<file path="config.mk">
export PLATFORM = sky130hd
export DESIGN_NAME = key_event_gen
export DESIGN_NICKNAME = d
export VERILOG_FILES = /design/src/rtl/key_event_gen.sv
export SDC_FILE = /design/constraint.sdc
export NUM_CORES = 1
export LEC_CHECK = 0
export ABC_CLOCK_PERIOD_IN_PS = 4400
export BUFFER_PORTS_ARGS = -buffer_cell sky130_fd_sc_hd__buf_2
export CAP_MARGIN = 20
export CORE_MARGIN = 10
export CORE_UTILIZATION = 30
export DETAILED_ROUTE_END_ITERATION = 8
export PLACE_DENSITY = 0.57
export SLEW_MARGIN = 20
export SYNTH_ARGS = -nofsm -noshare
export SYNTH_HDL_FRONTEND = slang
export SYNTH_SLANG_ARGS = --single-unit
</file>
<file path="constraint.sdc">
create_clock -name clk -period 4.4 [get_ports clk]
set_input_delay 0.88 -clock clk [delete_from_list [all_inputs] [get_ports clk]]
set_output_delay 0.88 -clock clk [all_outputs]
set_load 0.005 [all_outputs]
</file>
<file path="src/rtl/key_event_gen.sv">
// ----------------------------------------------------------------------------
// key_event_gen
//
// Turns a clean (already synchronized and debounced) push-button level into
// one-cycle key events: press, release, click (short press), long_press and
// auto-repeat, plus a "held" level and an 8-bit running press counter.
//
// Parameters
//   ACTIVE_LOW    : 1 -> i_pb_state=0 means key down; 0 -> i_pb_state=1 means down
//   LONG_CYCLES   : cycles from press to long_press (2 .. 2^25-1)
//   REPEAT_CYCLES : auto-repeat period while held after long_press (1 .. 2^25-1)
//   REPEAT_EN     : 1 enables repeat pulses in the HELD state
//
// Ports
//   clk           : single clock, rising-edge active
//   rst_n         : asynchronous active-low reset
//   i_pb_state    : debounced key level
//   o_press       : one-cycle pulse on key-down
//   o_release     : one-cycle pulse on key-up
//   o_click       : one-cycle pulse on key-up before long_press (with o_release)
//   o_long_press  : one-cycle pulse when the hold reaches LONG_CYCLES
//   o_repeat      : one-cycle pulse every REPEAT_CYCLES after long_press
//   o_held        : high while the FSM is not idle
//   o_press_count : running count of press events, wraps 255 -> 0
//
// All outputs are registered.
// ----------------------------------------------------------------------------
module key_event_gen #(
    parameter bit          ACTIVE_LOW    = 1'b1,
    parameter int unsigned LONG_CYCLES   = 25_000_000,
    parameter int unsigned REPEAT_CYCLES = 5_000_000,
    parameter bit          REPEAT_EN     = 1'b1
) (
    input  logic       clk,
    input  logic       rst_n,
    input  logic       i_pb_state,
    output logic       o_press,
    output logic       o_release,
    output logic       o_click,
    output logic       o_long_press,
    output logic       o_repeat,
    output logic       o_held,
    output logic [7:0] o_press_count
);

    localparam int unsigned CntW = 25;

    // Terminal counts: the event fires on the edge where cnt holds this value,
    // which places it exactly LONG_CYCLES / REPEAT_CYCLES after the previous one.
    localparam logic [CntW-1:0] LongLast   = CntW'(LONG_CYCLES - 1);
    localparam logic [CntW-1:0] RepeatLast = CntW'(REPEAT_CYCLES - 1);

    typedef enum logic [1:0] {
        StIdle    = 2'd0,
        StPressed = 2'd1,
        StHeld    = 2'd2
    } state_e;

    // ------------------------------------------------------------------------
    // Registers
    // ------------------------------------------------------------------------
    state_e            r_state;
    logic [CntW-1:0]   r_cnt;
    logic              r_prev;
    logic              r_press;
    logic              r_release;
    logic              r_click;
    logic              r_long_press;
    logic              r_repeat;
    logic              r_held;
    logic [7:0]        r_press_count;

    // ------------------------------------------------------------------------
    // Combinational signals
    // ------------------------------------------------------------------------
    state_e            w_state_d;
    logic [CntW-1:0]   w_cnt_d;
    logic              w_key_dn;
    logic              w_key_rise;
    logic              w_long_hit;
    logic              w_rep_hit;
    logic              w_press_d;
    logic              w_release_d;
    logic              w_click_d;
    logic              w_long_press_d;
    logic              w_repeat_d;
    logic              w_held_d;
    logic [7:0]        w_press_count_d;

    // Normalise polarity so the rest of the logic only deals with "key down".
    assign w_key_dn   = i_pb_state ^ ACTIVE_LOW;

    // r_prev resets to 1, so a key already down when reset lifts is not seen
    // as a new press until it has been released once.
    assign w_key_rise = w_key_dn & ~r_prev;

    assign w_long_hit = (r_cnt == LongLast);
    assign w_rep_hit  = (r_cnt == RepeatLast);

    // ------------------------------------------------------------------------
    // State register (plus counter, edge detector and registered outputs)
    // ------------------------------------------------------------------------
    always_ff @(posedge clk or negedge rst_n) begin
        if (!rst_n) begin
            r_state       <= StIdle;
            r_cnt         <= '0;
            r_prev        <= 1'b1;
            r_press       <= 1'b0;
            r_release     <= 1'b0;
            r_click       <= 1'b0;
            r_long_press  <= 1'b0;
            r_repeat      <= 1'b0;
            r_held        <= 1'b0;
            r_press_count <= '0;
        end else begin
            r_state       <= w_state_d;
            r_cnt         <= w_cnt_d;
            r_prev        <= w_key_dn;
            r_press       <= w_press_d;
            r_release     <= w_release_d;
            r_click       <= w_click_d;
            r_long_press  <= w_long_press_d;
            r_repeat      <= w_repeat_d;
            r_held        <= w_held_d;
            r_press_count <= w_press_count_d;
        end
    end

    // ------------------------------------------------------------------------
    // Next-state logic
    // Key-up is tested first in every active state so a release landing on a
    // terminal count wins over long_press / repeat.
    // ------------------------------------------------------------------------
    always_comb begin
        w_state_d = r_state;
        w_cnt_d   = r_cnt;

        unique case (r_state)
            StIdle: begin
                if (w_key_rise) begin
                    w_state_d = StPressed;
                    w_cnt_d   = '0;
                end
            end

            StPressed: begin
                if (!w_key_dn) begin
                    w_state_d = StIdle;
                    w_cnt_d   = '0;
                end else if (w_long_hit) begin
                    w_state_d = StHeld;
                    w_cnt_d   = '0;
                end else begin
                    w_cnt_d   = r_cnt + CntW'(1);
                end
            end

            StHeld: begin
                if (!w_key_dn) begin
                    w_state_d = StIdle;
                    w_cnt_d   = '0;
                end else if (!REPEAT_EN || w_rep_hit) begin
                    // With repeat disabled the counter parks at zero.
                    w_cnt_d   = '0;
                end else begin
                    w_cnt_d   = r_cnt + CntW'(1);
                end
            end

            default: begin
                w_state_d = StIdle;
                w_cnt_d   = '0;
            end
        endcase
    end

    // ------------------------------------------------------------------------
    // Output logic: next values of the registered event pulses
    // ------------------------------------------------------------------------
    always_comb begin
        w_press_d      = 1'b0;
        w_release_d    = 1'b0;
        w_click_d      = 1'b0;
        w_long_press_d = 1'b0;
        w_repeat_d     = 1'b0;

        unique case (r_state)
            StIdle: begin
                w_press_d = w_key_rise;
            end

            StPressed: begin
                if (!w_key_dn) begin
                    w_release_d = 1'b1;
                    w_click_d   = 1'b1;
                end else begin
                    w_long_press_d = w_long_hit;
                end
            end

            StHeld: begin
                if (!w_key_dn) begin
                    w_release_d = 1'b1;
                end else begin
                    w_repeat_d = REPEAT_EN & w_rep_hit;
                end
            end

            default: begin
                w_press_d = 1'b0;
            end
        endcase

        w_held_d        = (w_state_d != StIdle);
        w_press_count_d = r_press_count + {7'd0, w_press_d};
    end

    assign o_press       = r_press;
    assign o_release     = r_release;
    assign o_click       = r_click;
    assign o_long_press  = r_long_press;
    assign o_repeat      = r_repeat;
    assign o_held        = r_held;
    assign o_press_count = r_press_count;

endmodule

</file>
# Word-level counts from Yosys, hierarchy flattened
# Cells that the tools add are included.
dict set report op_classes {
  add_sub_neg 2
  n_eq_ne 5
  n_mux 19
  bitwise 3
  n_reduce_logical 3
}
# cell count
set ops {}
lappend ops {{2-to-1 mux 25 bit} 5}
lappend ops {{case mux 25 bit (3 select lines)} 1}
lappend ops {{adder 25 x 1 -> 25 bit, second input constant} 1}
lappend ops {{equality test 25 x 23 -> 1 bit, second input constant} 1}
lappend ops {{equality test 25 bit, second input constant} 1}
lappend ops {{adder 8 x 1 -> 8 bit} 1}
lappend ops {{2-to-1 mux 1 bit} 8}
lappend ops {{2-to-1 mux 2 bit} 4}
lappend ops {{case mux 2 bit (3 select lines)} 1}
lappend ops {{equality test 2 x 1 -> 1 bit, second input constant} 1}
lappend ops {{equality test 2 bit, second input constant} 1}
lappend ops {{zero test 2 bit} 1}
lappend ops {{!= test 2 bit, second input constant} 1}
lappend ops {{NOT 1 bit} 2}
lappend ops {{nonzero test 2 bit} 1}
lappend ops {{OR reduction 2 bit} 1}
lappend ops {{AND 1 bit} 1}
dict set report totals {
  register_bits 42
  input_bits 3
  output_inout_bits 14
  wordCells 42
}

# Depth between registers and ports, before layout
dict set report logic_depth {
  ltp_word 5
  depth_mapped 8
  ltp_nobuf 8
}

# Worst setup path before layout
# Ideal clock, no wire load.
dict set report synth_path {
  path_kind {input -> register}
  start {input i_pb_state}
  end {register r_cnt[16]}
  setup_ns 0.118
  arrival_ns 2.146
  t_required_ns 4.282
  path_slack_ns 2.136
  stages 6
  n_path_buf 1
  cell_sequence {o21a_1 clkbuf_1 nor4_1 nand4_1 xor2_1 nor2_1}
}
dict set report synth_via {
  elab_chain_cells 3
  word_cells_on_any_way 6
  cone_classes {1 x eq/ne; 3 x mux; 2 x bitwise}
}
# item line_no
set synth_lines {}
lappend synth_lines {{from (decl)} 36} ;# input logic i_pb_state,
lappend synth_lines {{NOT 1 bit (no line)} -}
lappend synth_lines {{AND 1 bit} 95} ;# assign w_key_rise = w_key_dn & ~r_prev;
lappend synth_lines {{!= test 2 bit (no line)} -}
lappend synth_lines {{to (signal assigned)} 117} ;# r_cnt <= w_cnt_d;
lappend synth_lines {{to (decl)} 63} ;# logic [CntW-1:0] r_cnt;
# Parallel ways exist; a longest one is shown, timed or not.
# A chain may end at the register's enable or synchronous reset.

# Worst setup path after layout
dict set report layout_path {
  start {register r_cnt[7]}
  end {register r_cnt[18]}
}
dict set report layout_via {
  elab_chain_cells 4
  word_cells_on_any_way 8
  cone_classes {1 x add/sub; 2 x eq/ne; 5 x mux}
}
# item line_no
set layout_lines {}
lappend layout_lines {{adder 25 x 1 -> 25 bit, or another cell as far along} {154, 166}}
lappend layout_lines {{2-to-1 mux 25 bit, on equally long branches} {162, 150}}
lappend layout_lines {{2-to-1 mux 25 bit, on equally long branches} {159, 147}}
lappend layout_lines {{case mux 25 bit (3 select lines) (*)} 138} ;# unique case (r_state)
# Every way passes the cells marked *; elsewhere a longest branch is shown, timed or not.

==> metrics <==
largest family of logic cells by synthesized area=simple AND/OR/NAND/NOR gates; status=finished, final reports clean; count of final setup violators=0; CP max stage cell=nor3_4; CTS tree=done; VDD IR-drop max=~140 uV; first-pass GRT wire length=7700 um; Flop pwr share=0.521; vias in the first global route=1580; layout cells sized above 1=0.141; worst slack, placed=1.59 ns; TritonCTS Buffers=5; core box area=around 6900 um^2; Multi-input gate area=1030 um^2; CP Class=reg2reg; crit path launch type=flop; Vias/cell=4.84; Compound-Gate Fraction of Synth Area=0.0762; largest net degree at the start of global routing=43; Post-CTS Setup Bufs=0; Final Cycle Share=0.582; post-DP HPWL=a little under 3000 um; Worst Skew=~0.0057 ns; # IOs=17; Post-Syn Instances=215; Sw Share=0.312; initial drt markers=between 100 and 150; Max transition margin=0.375; Longest Clk Path Bufs=2; Avg Cell Area, Syn=roughly 10 um^2; Worst Hold Class=reg2reg; area share of fa/ha/maj cells after synthesis=0.0410; worst slew pin tran=0.937 ns; Buffers on Ports=16; unrepaired setup endpoints after global routing=no; prevailing post-synth register cell=dfrtp_1; post-synthesis mux area share=0; FMAX=0.391 GHz; XOR/XNOR Fraction of Synth Area=0.0903; Total Power=877 uW; Placement Rows=30; Crit path arrival time=~2.7 ns; max-cap viol count=0; Syn. warnings=0; Synth Area in Simple Gates=0.277; Net Sw Power=about 270 uW; asr flop ratio synth=1.00; Top Layer Used=met4; drt first pass iters=4; CP Max Fanout=16; # diodes=0; slowest stage delay, CP=about 0.54 ns; met1 WL=2030 um; met2 routed WL=1840 um; Sequential Area=1050 um^2; Hold Vio Cnt, Final=0; Synth Cell Area=between 2000 and 2500 um^2; EDFF count, synth=0; Filler Cell Count=715; ANT nets after route=0; Clock Power Share=0.283; # H-tree levels=2; CP cell instances=or3b_2 > nor4b_1 > a21oi_2 > nor3_4 > nor2_1; final hold slack=0.468 ns; Worst Slack Setup Final=approximately 1.8 ns; Hold Buf Count CTS=0; power per cell area=367 nW/um^2; # DRC=0; # clock sinks=42; CP Capture Type=flop; Worst-path clk slew=approximately 0.080 ns; placed cell areas=2300 um^2; GRT Util Overall=0.0831; root buffer cell=clkbuf_8; #FFs+latches synth=42; Cell Int Power=604 uW; fin crit period=2.56 ns; WL/cell=12.5 um; Leak=0.00105 uW; routability cong.=0.845; max-slew violations=0; CP top delay family=simple AND/OR/NAND/NOR gates; Die Ht=104 um; Setup TNS=0 ns; post-CTS sizing=0; initial antenna violation count=0; Die Wd=104 um; worst path required time=4.55 ns; fin area=about 2400 um^2; synthesis-to-finish area growth=12.0%; NumNets Final=approximately 240; post-synthesis cell type count=42; die area=approximately 11000 um^2; routed wl met3=232 um; Mapped Nets=225; total wire length=4130 um; GRT overflow=0; Seq/Total Area, Yosys=0.493; initial core utilization=0.311; Worst Path Buf+Inv=0; Skew-Pair Late Insertion Delay=0.29 ns; via count=1598; combinational power share=0.196
[metrics by stage]
stage,instances,util
global placement,322,0.335
floorplan,215,-
CTS,330,0.348
detailed placement,322,0.335
finish,330,0.348
global route,330,0.348
[state kept, by name, summed over array words and instances, names as in the netlist]
signal / flops
r_cnt: 25
o_click: 1
o_long_press: 1
o_repeat: 1
r_state: 2
o_press_count: 8
r_prev: 1
o_held: 1
o_press: 1
o_release: 1
[layout make-up]
type                       instances  area share
clock buffer                       5      0.0288
clock inverter                     3     0.00890
inverter                           4     0.00628
multi-input combinational        164       0.432
sequential                        42       0.440
tap                               96      0.0502
timing repair buffer              16      0.0335
[logic make-up after synthesis]
group           after synthesis
compound gates               24
xor+xnor                     22
fa+ha+maj                     7
buf+inv                       9
flops                        42
simple gates                111
[path summary, 6_finish.rpt]
path / depth (start not counted) / slack [ns] / startpoint / to
min: 1 / 0.47 / o_press_count[7]$_DFF_PN0_ / o_press_count[7]$_DFF_PN0_
max reg2reg: 5 / 1.84 / r_cnt[7]$_DFFE_PN0P_ / r_cnt[18]$_DFFE_PN0P_
max: 5 / 1.84 / r_cnt[7]$_DFFE_PN0P_ / r_cnt[18]$_DFFE_PN0P_
max in group asynchronous: 1 / 3.10 / rst_n / r_cnt[2]$_DFFE_PN0P_
min in group asynchronous: 1 / 0.72 / rst_n / o_press_count[6]$_DFF_PN0_
min reg2reg: 1 / 0.47 / o_press_count[7]$_DFF_PN0_ / o_press_count[7]$_DFF_PN0_
[power by group through the flow]
stage	registers (uW)	clock network, uW	logic [uW]
detailed placement	465	0	180
floorplan	464	0	112
global route	466	277	201
finish	457	248	172
global placement	465	0	177
CTS	458	258	180
[synthesized netlist by cell type (3+ instances only)]
cell	count	area share
dfrtp_1	41	0.48
nand2_1	30	0.053
nor2_1	24	0.042
xor2_1	17	0.070
nand3_1	14	0.033
nand4_1	11	0.032
ha_1	7	0.041
o21ai_0	5	0.012
xnor2_1	5	0.021
and2_1	4	0.012
inv_1	4	0.0070
nor3_1	4	0.0094
nor4_1	4	0.012
o22ai_1	4	0.012
and3_1	3	0.0088
clkbuf_1	3	0.0053
o211ai_1	3	0.011
[cell usage in the layout, fill, tap and decap left out, types with 2 or more instances in the layout]
cell type / netlist / final
nor3b_1: 2 / 2
nor2_1: 24 / 24
and3_1: 3 / 3
or3_1: 2 / 2
a21oi_1: 2 / 2
o211ai_1: 3 / 3
o221ai_1: 2 / 2
nand2_1: 30 / 30
buf_2: 0 / 16
o21ai_0: 5 / 5
clkbuf_8: 0 / 5
nor4_1: 4 / 4
xnor2_1: 5 / 5
o22ai_1: 4 / 4
o21a_1: 2 / 2
a21oi_2: 2 / 2
ha_1: 7 / 7
dfrtp_1: 41 / 41
and2_1: 4 / 4
xor2_1: 17 / 17
inv_1: 4 / 4
nand4_1: 11 / 11
nor3_1: 4 / 4
nand3_1: 14 / 14
[layer usage]
metal | vias up | global-route usage
met3 | 2 | 0.0297
met5 | - | 0
met2 | 28 | 0.123
li1 | 792 | -
met4 | 0 | 0.0348
met1 | 776 | 0.106
(Power assumes the default switching activity.)
